<file path="src/rtl/multicycle_control_if.sv">
// Control bundle between the multi-cycle sequencer (master) and the shared
// datapath (slave): IR/ALU/memory status in, datapath steering strobes out.
interface multicycle_control_if;
    logic [5:0]  opcode;
    logic        zero;
    logic        mem_ready;
    logic        pc_write;
    logic        ir_write;
    logic        iord;
    logic        mem_read;
    logic        mem_write;
    logic        mem_to_reg;
    logic        reg_dst;
    logic        reg_write;
    logic        alu_src_a;
    logic [1:0]  alu_src_b;
    logic [1:0]  alu_op;
    logic [1:0]  pc_source;
    logic [3:0]  state;
    logic [1:0]  fault;
    logic [31:0] cycle_count;
    logic [31:0] instr_count;

    modport master (
        input  opcode, zero, mem_ready,
        output pc_write, ir_write, iord, mem_read, mem_write, mem_to_reg,
               reg_dst, reg_write, alu_src_a, alu_src_b, alu_op, pc_source,
               state, fault, cycle_count, instr_count
    );

    modport slave (
        output opcode, zero, mem_ready,
        input  pc_write, ir_write, iord, mem_read, mem_write, mem_to_reg,
               reg_dst, reg_write, alu_src_a, alu_src_b, alu_op, pc_source,
               state, fault, cycle_count, instr_count
    );
endinterface

</file>
<file path="src/rtl/multicycle_control.sv">
// Multi-cycle MIPS-subset sequencer with memory timeout and illegal-opcode halt.
// Define MULTICYCLE_PERF_EN to build the cycle/instruction performance counters.
module multicycle_control #(
    parameter int TIMEOUT = 255
) (
    input  logic                  clk,
    input  logic                  rst,
    multicycle_control_if.master  bus
);
    typedef enum logic [3:0] {
        FETCH    = 4'd0,
        DECODE   = 4'd1,
        MEMADDR  = 4'd2,
        MEMREAD  = 4'd3,
        MEMWB    = 4'd4,
        MEMWRITE = 4'd5,
        EXEC     = 4'd6,
        RTYPEWB  = 4'd7,
        BRANCH   = 4'd8,
        JUMP     = 4'd9,
        HALT     = 4'd10
    } state_t;

    localparam logic [5:0] OP_RTYPE = 6'b000000;
    localparam logic [5:0] OP_LW    = 6'b100011;
    localparam logic [5:0] OP_SW    = 6'b101011;
    localparam logic [5:0] OP_BEQ   = 6'b000100;
    localparam logic [5:0] OP_BNE   = 6'b000101;
    localparam logic [5:0] OP_J     = 6'b000010;

    localparam logic [1:0] FAULT_NONE    = 2'b00;
    localparam logic [1:0] FAULT_ILLEGAL = 2'b01;
    localparam logic [1:0] FAULT_TIMEOUT = 2'b10;

    localparam logic [7:0] TIMEOUT_L = 8'(TIMEOUT);

    state_t     state_reg, state_next;
    logic [7:0] wait_reg, wait_next;
    logic [1:0] fault_reg, fault_next;

    logic       pc_write_c, ir_write_c, iord_c, mem_read_c, mem_write_c;
    logic       mem_to_reg_c, reg_dst_c, reg_write_c, alu_src_a_c;
    logic [1:0] alu_src_b_c, alu_op_c, pc_source_c;
    logic       mem_wait;

    always_ff @(posedge clk or posedge rst) begin
        if (rst) begin
            state_reg <= FETCH;
            wait_reg  <= 8'd0;
            fault_reg <= FAULT_NONE;
        end else begin
            state_reg <= state_next;
            wait_reg  <= wait_next;
            fault_reg <= fault_next;
        end
    end

    always_comb begin
        state_next   = state_reg;
        fault_next   = fault_reg;
        mem_wait     = 1'b0;
        pc_write_c   = 1'b0;
        ir_write_c   = 1'b0;
        iord_c       = 1'b0;
        mem_read_c   = 1'b0;
        mem_write_c  = 1'b0;
        mem_to_reg_c = 1'b0;
        reg_dst_c    = 1'b0;
        reg_write_c  = 1'b0;
        alu_src_a_c  = 1'b0;
        alu_src_b_c  = 2'b00;
        alu_op_c     = 2'b00;
        pc_source_c  = 2'b00;

        case (state_reg)
            FETCH: begin
                mem_read_c  = 1'b1;
                alu_src_b_c = 2'b01;
                ir_write_c  = bus.mem_ready;
                pc_write_c  = bus.mem_ready;
                if (bus.mem_ready) begin
                    state_next = DECODE;
                end else begin
                    mem_wait = 1'b1;
                end
            end
            DECODE: begin
                alu_src_b_c = 2'b11;
                case (bus.opcode)
                    OP_RTYPE:     state_next = EXEC;
                    OP_LW, OP_SW: state_next = MEMADDR;
                    OP_BEQ,
                    OP_BNE:       state_next = BRANCH;
                    OP_J:         state_next = JUMP;
                    default: begin
                        state_next = HALT;
                        fault_next = FAULT_ILLEGAL;
                    end
                endcase
            end
            MEMADDR: begin
                alu_src_a_c = 1'b1;
                alu_src_b_c = 2'b10;
                state_next  = (bus.opcode == OP_SW) ? MEMWRITE : MEMREAD;
            end
            MEMREAD: begin
                mem_read_c = 1'b1;
                iord_c     = 1'b1;
                if (bus.mem_ready) begin
                    state_next = MEMWB;
                end else begin
                    mem_wait = 1'b1;
                end
            end
            MEMWB: begin
                reg_write_c  = 1'b1;
                mem_to_reg_c = 1'b1;
                state_next   = FETCH;
            end
            MEMWRITE: begin
                mem_write_c = 1'b1;
                iord_c      = 1'b1;
                if (bus.mem_ready) begin
                    state_next = FETCH;
                end else begin
                    mem_wait = 1'b1;
                end
            end
            EXEC: begin
                alu_src_a_c = 1'b1;
                alu_op_c    = 2'b10;
                state_next  = RTYPEWB;
            end
            RTYPEWB: begin
                reg_write_c = 1'b1;
                reg_dst_c   = 1'b1;
                state_next  = FETCH;
            end
            BRANCH: begin
                alu_src_a_c = 1'b1;
                alu_op_c    = 2'b01;
                pc_source_c = 2'b01;
                pc_write_c  = ((bus.opcode == OP_BEQ) &&  bus.zero) ||
                              ((bus.opcode == OP_BNE) && !bus.zero);
                state_next  = FETCH;
            end
            JUMP: begin
                pc_write_c  = 1'b1;
                pc_source_c = 2'b10;
                state_next  = FETCH;
            end
            HALT: begin
                state_next = HALT;
            end
            default: begin
                state_next = FETCH;
            end
        endcase

        // A stall that has already lasted TIMEOUT cycles aborts; a ready on the
        // same cycle never reaches this branch because mem_wait stays low.
        if (mem_wait && (wait_reg == TIMEOUT_L)) begin
            state_next = HALT;
            fault_next = FAULT_TIMEOUT;
        end
    end

    assign wait_next = (mem_wait && (state_next == state_reg)) ? wait_reg + 8'd1 : 8'd0;

    // Strobes are forced low while reset is held so an aborted store never writes.
    assign bus.pc_write   = pc_write_c   & ~rst;
    assign bus.ir_write   = ir_write_c   & ~rst;
    assign bus.iord       = iord_c       & ~rst;
    assign bus.mem_read   = mem_read_c   & ~rst;
    assign bus.mem_write  = mem_write_c  & ~rst;
    assign bus.mem_to_reg = mem_to_reg_c & ~rst;
    assign bus.reg_dst    = reg_dst_c    & ~rst;
    assign bus.reg_write  = reg_write_c  & ~rst;
    assign bus.alu_src_a  = alu_src_a_c  & ~rst;
    assign bus.alu_src_b  = alu_src_b_c  & {2{~rst}};
    assign bus.alu_op     = alu_op_c     & {2{~rst}};
    assign bus.pc_source  = pc_source_c  & {2{~rst}};
    assign bus.state      = state_reg;
    assign bus.fault      = fault_reg;

`ifdef MULTICYCLE_PERF_EN
    logic [31:0] cycle_reg, instr_reg;
    logic        instr_done;

    assign instr_done = (state_next == FETCH) &&
                        ((state_reg == MEMWB)   || (state_reg == MEMWRITE) ||
                         (state_reg == RTYPEWB) || (state_reg == BRANCH)   ||
                         (state_reg == JUMP));

    always_ff @(posedge clk or posedge rst) begin
        if (rst) begin
            cycle_reg <= 32'd0;
            instr_reg <= 32'd0;
        end else begin
            if (state_reg != HALT) begin
                cycle_reg <= cycle_reg + 32'd1;
            end
            if (instr_done) begin
                instr_reg <= instr_reg + 32'd1;
            end
        end
    end

    assign bus.cycle_count = cycle_reg;
    assign bus.instr_count = instr_reg;
`else
    assign bus.cycle_count = 32'd0;
    assign bus.instr_count = 32'd0;
`endif
endmodule
</file>
<file path="src/flat_wrapper.sv">
// flat-port wrapper written by rule: the top's interface ports become plain ports
module multicycle_control_flat 
#(
    parameter int TIMEOUT = 255
)
  (clk, rst, bus_opcode, bus_zero, bus_mem_ready, bus_pc_write, bus_ir_write, bus_iord, bus_mem_read, bus_mem_write, bus_mem_to_reg, bus_reg_dst, bus_reg_write, bus_alu_src_a, bus_alu_src_b, bus_alu_op, bus_pc_source, bus_state, bus_fault, bus_cycle_count, bus_instr_count);
  multicycle_control_if bus_i ();
  input  logic clk;
  input  logic rst;
  input wire logic [$bits(bus_i.opcode)-1:0] bus_opcode;
  input wire logic [$bits(bus_i.zero)-1:0] bus_zero;
  input wire logic [$bits(bus_i.mem_ready)-1:0] bus_mem_ready;
  output wire logic [$bits(bus_i.pc_write)-1:0] bus_pc_write;
  output wire logic [$bits(bus_i.ir_write)-1:0] bus_ir_write;
  output wire logic [$bits(bus_i.iord)-1:0] bus_iord;
  output wire logic [$bits(bus_i.mem_read)-1:0] bus_mem_read;
  output wire logic [$bits(bus_i.mem_write)-1:0] bus_mem_write;
  output wire logic [$bits(bus_i.mem_to_reg)-1:0] bus_mem_to_reg;
  output wire logic [$bits(bus_i.reg_dst)-1:0] bus_reg_dst;
  output wire logic [$bits(bus_i.reg_write)-1:0] bus_reg_write;
  output wire logic [$bits(bus_i.alu_src_a)-1:0] bus_alu_src_a;
  output wire logic [$bits(bus_i.alu_src_b)-1:0] bus_alu_src_b;
  output wire logic [$bits(bus_i.alu_op)-1:0] bus_alu_op;
  output wire logic [$bits(bus_i.pc_source)-1:0] bus_pc_source;
  output wire logic [$bits(bus_i.state)-1:0] bus_state;
  output wire logic [$bits(bus_i.fault)-1:0] bus_fault;
  output wire logic [$bits(bus_i.cycle_count)-1:0] bus_cycle_count;
  output wire logic [$bits(bus_i.instr_count)-1:0] bus_instr_count;
  assign bus_i.opcode = bus_opcode;
  assign bus_i.zero = bus_zero;
  assign bus_i.mem_ready = bus_mem_ready;
  assign bus_pc_write = bus_i.pc_write;
  assign bus_ir_write = bus_i.ir_write;
  assign bus_iord = bus_i.iord;
  assign bus_mem_read = bus_i.mem_read;
  assign bus_mem_write = bus_i.mem_write;
  assign bus_mem_to_reg = bus_i.mem_to_reg;
  assign bus_reg_dst = bus_i.reg_dst;
  assign bus_reg_write = bus_i.reg_write;
  assign bus_alu_src_a = bus_i.alu_src_a;
  assign bus_alu_src_b = bus_i.alu_src_b;
  assign bus_alu_op = bus_i.alu_op;
  assign bus_pc_source = bus_i.pc_source;
  assign bus_state = bus_i.state;
  assign bus_fault = bus_i.fault;
  assign bus_cycle_count = bus_i.cycle_count;
  assign bus_instr_count = bus_i.instr_count;
  multicycle_control #(.TIMEOUT(TIMEOUT)) u_core (.clk(clk), .rst(rst), .bus(bus_i));
endmodule
</file>
<file path="config.mk">
export PLATFORM = sky130hd
export DESIGN_NAME = multicycle_control_flat
export DESIGN_NICKNAME = d
export VERILOG_FILES = /design/src/rtl/multicycle_control_if.sv /design/src/rtl/multicycle_control.sv /design/src/flat_wrapper.sv
export SDC_FILE = /design/constraint.sdc
export NUM_CORES = 1
export LEC_CHECK = 0
export ABC_AREA = 0
export CAP_MARGIN = 20
export CORE_MARGIN = 4
export CORE_UTILIZATION = 38
export CTS_CLUSTER_DIAMETER = 80
export DETAILED_ROUTE_END_ITERATION = 7
export PLACE_DENSITY_LB_ADDON = 0.2
export SLEW_MARGIN = 10
export SYNTH_ARGS = -nofsm -noshare
export SYNTH_HDL_FRONTEND = slang
export SYNTH_SLANG_ARGS = --single-unit
</file>
<file path="constraint.sdc">
create_clock -name clk -period 1.8 [get_ports clk]
set_input_delay 0.36 -clock clk [delete_from_list [all_inputs] [get_ports clk]]
set_output_delay 0.36 -clock clk [all_outputs]
set_load 0.005 [all_outputs]
</file>
==> results of run 1 <==
-- cells in the final DEF, fill, tap and decap left out, drive strengths merged, types with 6 or more instances in the layout --
master          n
nor2           18
nand2          10
a21oi           6
conb           64
dfrtp          14
nor3            9
buf            53
nor4            6
clkdlybuf4s50  11
-- metrics by stage --
step                      utilization  std cells
after CTS                      0.5296        306
after detailed placement       0.4924        295
after global routing           0.5448        305
final                          0.5448        305
after floorplan                     -        255
after global placement         0.4924        295
-- how the worst max path moves through the flow --
| stage | end | startpoint | slack (ns) |
|---|---|---|---|
| CTS | bus_pc_write | bus_mem_ready | -0.14 |
| global placement | bus_pc_write | bus_mem_ready | -0.58 |
| detailed placement | bus_pc_write | bus_mem_ready | -0.58 |
| finish | bus_pc_write | u_core.bus.state[3] | -0.12 |
| floorplan | bus_alu_src_a | u_core.bus.state[2] | 0.20 |
| global route | bus_pc_write | u_core.bus.state[3] | -0.21 |
-- cells by family after synthesis --
kind of cell / share of synthesized area
mux: 0.01376
other cells: 0.002427
simple gates: 0.2680
xor+xnor: 0.04535
fa+ha+maj: 0.008096
flops: 0.2267
buf+inv: 0.3579
compound gates: 0.07774
-- layer usage --
layer,track usage,wire length (um)
met5,0,0
met4,0.03132,21
met3,0.008415,311
met2,0.2122,1864
met1,0.1708,1469
-- power by group through the flow --
| stage | sequential [uW] | clock, uW | combinational (uW) |
|---|---|---|---|
| after floorplan | 415 | 0 | 789 |
| after global placement | 443 | 0 | 1310 |
| after detailed placement | 442 | 0 | 1310 |
| after CTS | 423 | 307 | 1500 |
| after global routing | 429 | 330 | 1770 |
| final | 423 | 304 | 1640 |
-- worst reg2reg max path: stages (launching register included) --
cell	delay, ns
dfrtp_2	0.41
buf_4	0.14
buf_4	0.13
buf_4	0.15
xnor2_1	0.17
a22oi_2	0.11
or2_1	0.25
buf_4	0.16
nor2_2	0.09
-- timing repair --
item / CTS / global route
hold endpoints to repair: 0 / 0
pin swaps: 1 / 7
setup buffers: 7 / 1
resized for setup: 64 / 28
cloned: 0 / 0
setup endpoints to repair: 17 / 26
-- cell type report --
class                           instances  area share
Clock buffer                            4     0.02660
Sequential cell                        14      0.1705
Tap cell                               48     0.02902
Timing Repair Buffer                   72      0.2872
Inverter                                3    0.005441
Multi-Input combinational cell        164      0.4813
==> metrics.md, run 1 <==
| Metric | Value |
|---|---|
| FF/Latch Area | 352.8 sq um |
| CP max stage cell | dfrtp_1 |
| RR Endpoint | u_core.wait_reg[4] |
| CP Max Fanout | 3 |
| Die Height | 71.77 um |
| Cell breakdown of the critical path | buf_4, nor3b_2, a21oi_1, or3_1, a21oi_1, buf_2 |
| Hold Path Depth | 1 |
| Post-synth top area share | 0.3255 |
| CP Data Required Time | 1.44 ns |
| Most frequent cell after synthesis | buf_4 |
| Combinational share of power | 0.693 |
| CTS clk-pin slew, worst paths | 0.06 ns |
| Worst-Skew Late Latency | 0.24 ns |
| Min Hold Slack | 0.4875 ns |
| Total power | 2368 uW |
| VDD IR max | 334.4 uV |
| Dominant synthesized flop cell | dfrtp_1 |
| Post-synth top area cell | buf_4 |
| Final min period | 1.925 ns |
| Clk network pwr share | 0.128 |
| Synth area leaders | buf_4 33%, dfrtp_1 23%, nor2_2 2.8% |
| Clock root cell | clkbuf_8 |
| Post-DP Area | 1871 sq um |
| Tot GR Track Use | 0.1247 |
| Final WL | 3666 um |
| Synth Area per Inst | 8.048 sq um |
| Reg power frac | 0.179 |
| Internal Pwr Total | 1451 uW |
| Area of the multi-input gates | 996.0 sq um |
| Std-Cell Rows | 22 |
| Drt pass-1 iters | 4 |
| CTS Hold Bufs | 0 |
| Worst Tran Pin Value | 0.5271 ns |
| Worst EP arrival | 1.56 ns |
| Worst Hold Class | reg2reg |
| NetSw | 917.1 uW |
| Cell depth of the worst flop-to-flop path | 8 |
| Register-to-register setup slack | 0.11 ns |
| Top delay family on crit path | simple AND/OR/NAND/NOR gates |
| Pins Over Slew Limit | 0 |
| Clock Path Buffers | 2 |
| Hold EP | u_core.wait_reg[0] |
| Largest net degree at the start of global routing | 15 |
| Final WS setup | -0.1249 ns |
| Total number of vias | 1,332 |
| Ys Warns | 0 |
| Design area | 2069 sq um |
| Io pins | 95 |
| Register area share after synthesis | 0.2267 |
| Grt total ovfl | 0 |
| Asr flop ratio synth | 1.000 |
| F_max | 519.5 MHz |
| DRC violations left | 0 |
| Final HPWL DP | 2734 um |
| WP buf/inv | 2 |
| Clock tree sinks | 14 |
| Synthesized cell area | 1545 sq um |
| Synth Register Bits | 14 |
| Rel. slew slack | 0.6482 |
| Fin. Hold Viols | 0 |
| Initial antenna violation count | 0 |
| Hold path startpoint | u_core.wait_reg[0] |
| Violated checks | setup timing |
| Antenna diodes | 0 |
| Vias/cell | 4.367 |
| Layout cell share with drive strength beyond 1 | 0.3463 |
| Setup TNS | -0.1292 ns |
| Final #Nets | 269 |
| H-Tree Depth | 1 |
| Worst slack at placement | -0.5770 ns |
| Port Buffers | 30 |
| Final period util | 1.069 |
| CP peak stage delay | 0.42 ns |
| Core box area | 3799 sq um |
| 1st-iter DRT viols | 37 |
| Switch share | 0.3873 |
| TritonCTS Buffers | 3 |
| WL/cell | 12.02 um |
| CTS tree | yes |
| Layout fillers | 386 |
| CP dominant cell by count | a21oi_1 |
| Post-synth EDFFs | 0 |
| Antenna viol nets, final | 0 |
| Area grow syn2layout | 33.93% |
| Final setup vio count | 2 |
| Cells after synthesis | 192 |
| Die W | 71.77 um |
| Status | finished with violations |
| Starting Density | 0.4068 |
| R2r startpoint | u_core.bus.state[0] |
| Crit end category | primary output |
| Synth cell count leaders | 67 x buf_4, 14 x dfrtp_1, 11 x nor2_1 |
| Setup repair after global routing missed its margin | true |
| Max reg flops | 8 |
| PwrDens | 1144 nW/um^2 |
| Setup Skew | 0.0007389 ns |
| Placer Congestion | 0.7956 |
| P_leak | 0.001052 uW |
| Vias in the first global route | 1,161 |
| Max-cap viol count | 0 |
| Global-route wire length before repair | 5285 um |
| Crit path kind | reg2out |
| Worst setup SP type | flop |
| Synth cell types | 42 |
| Total stage count of the critical path | 6 |
| Die area | 5151 sq um |
(Power assumes the default switching activity.)
==> inputs of run 2 (changes only) <==
--- a/config.mk
+++ b/config.mk
@@ -9,8 +9,10 @@
 export CAP_MARGIN = 20
 export CORE_MARGIN = 4
 export CORE_UTILIZATION = 38
+export CTS_BUF_LIST = sky130_fd_sc_hd__clkbuf_8
 export CTS_CLUSTER_DIAMETER = 80
 export DETAILED_ROUTE_END_ITERATION = 7
+export HOLD_SLACK_MARGIN = 0.05
 export PLACE_DENSITY_LB_ADDON = 0.2
 export SLEW_MARGIN = 10
 export SYNTH_ARGS = -nofsm -noshare
==> results of run 2 <==
Same layout as run 1: the final DEF is identical, and so are final timing and power.
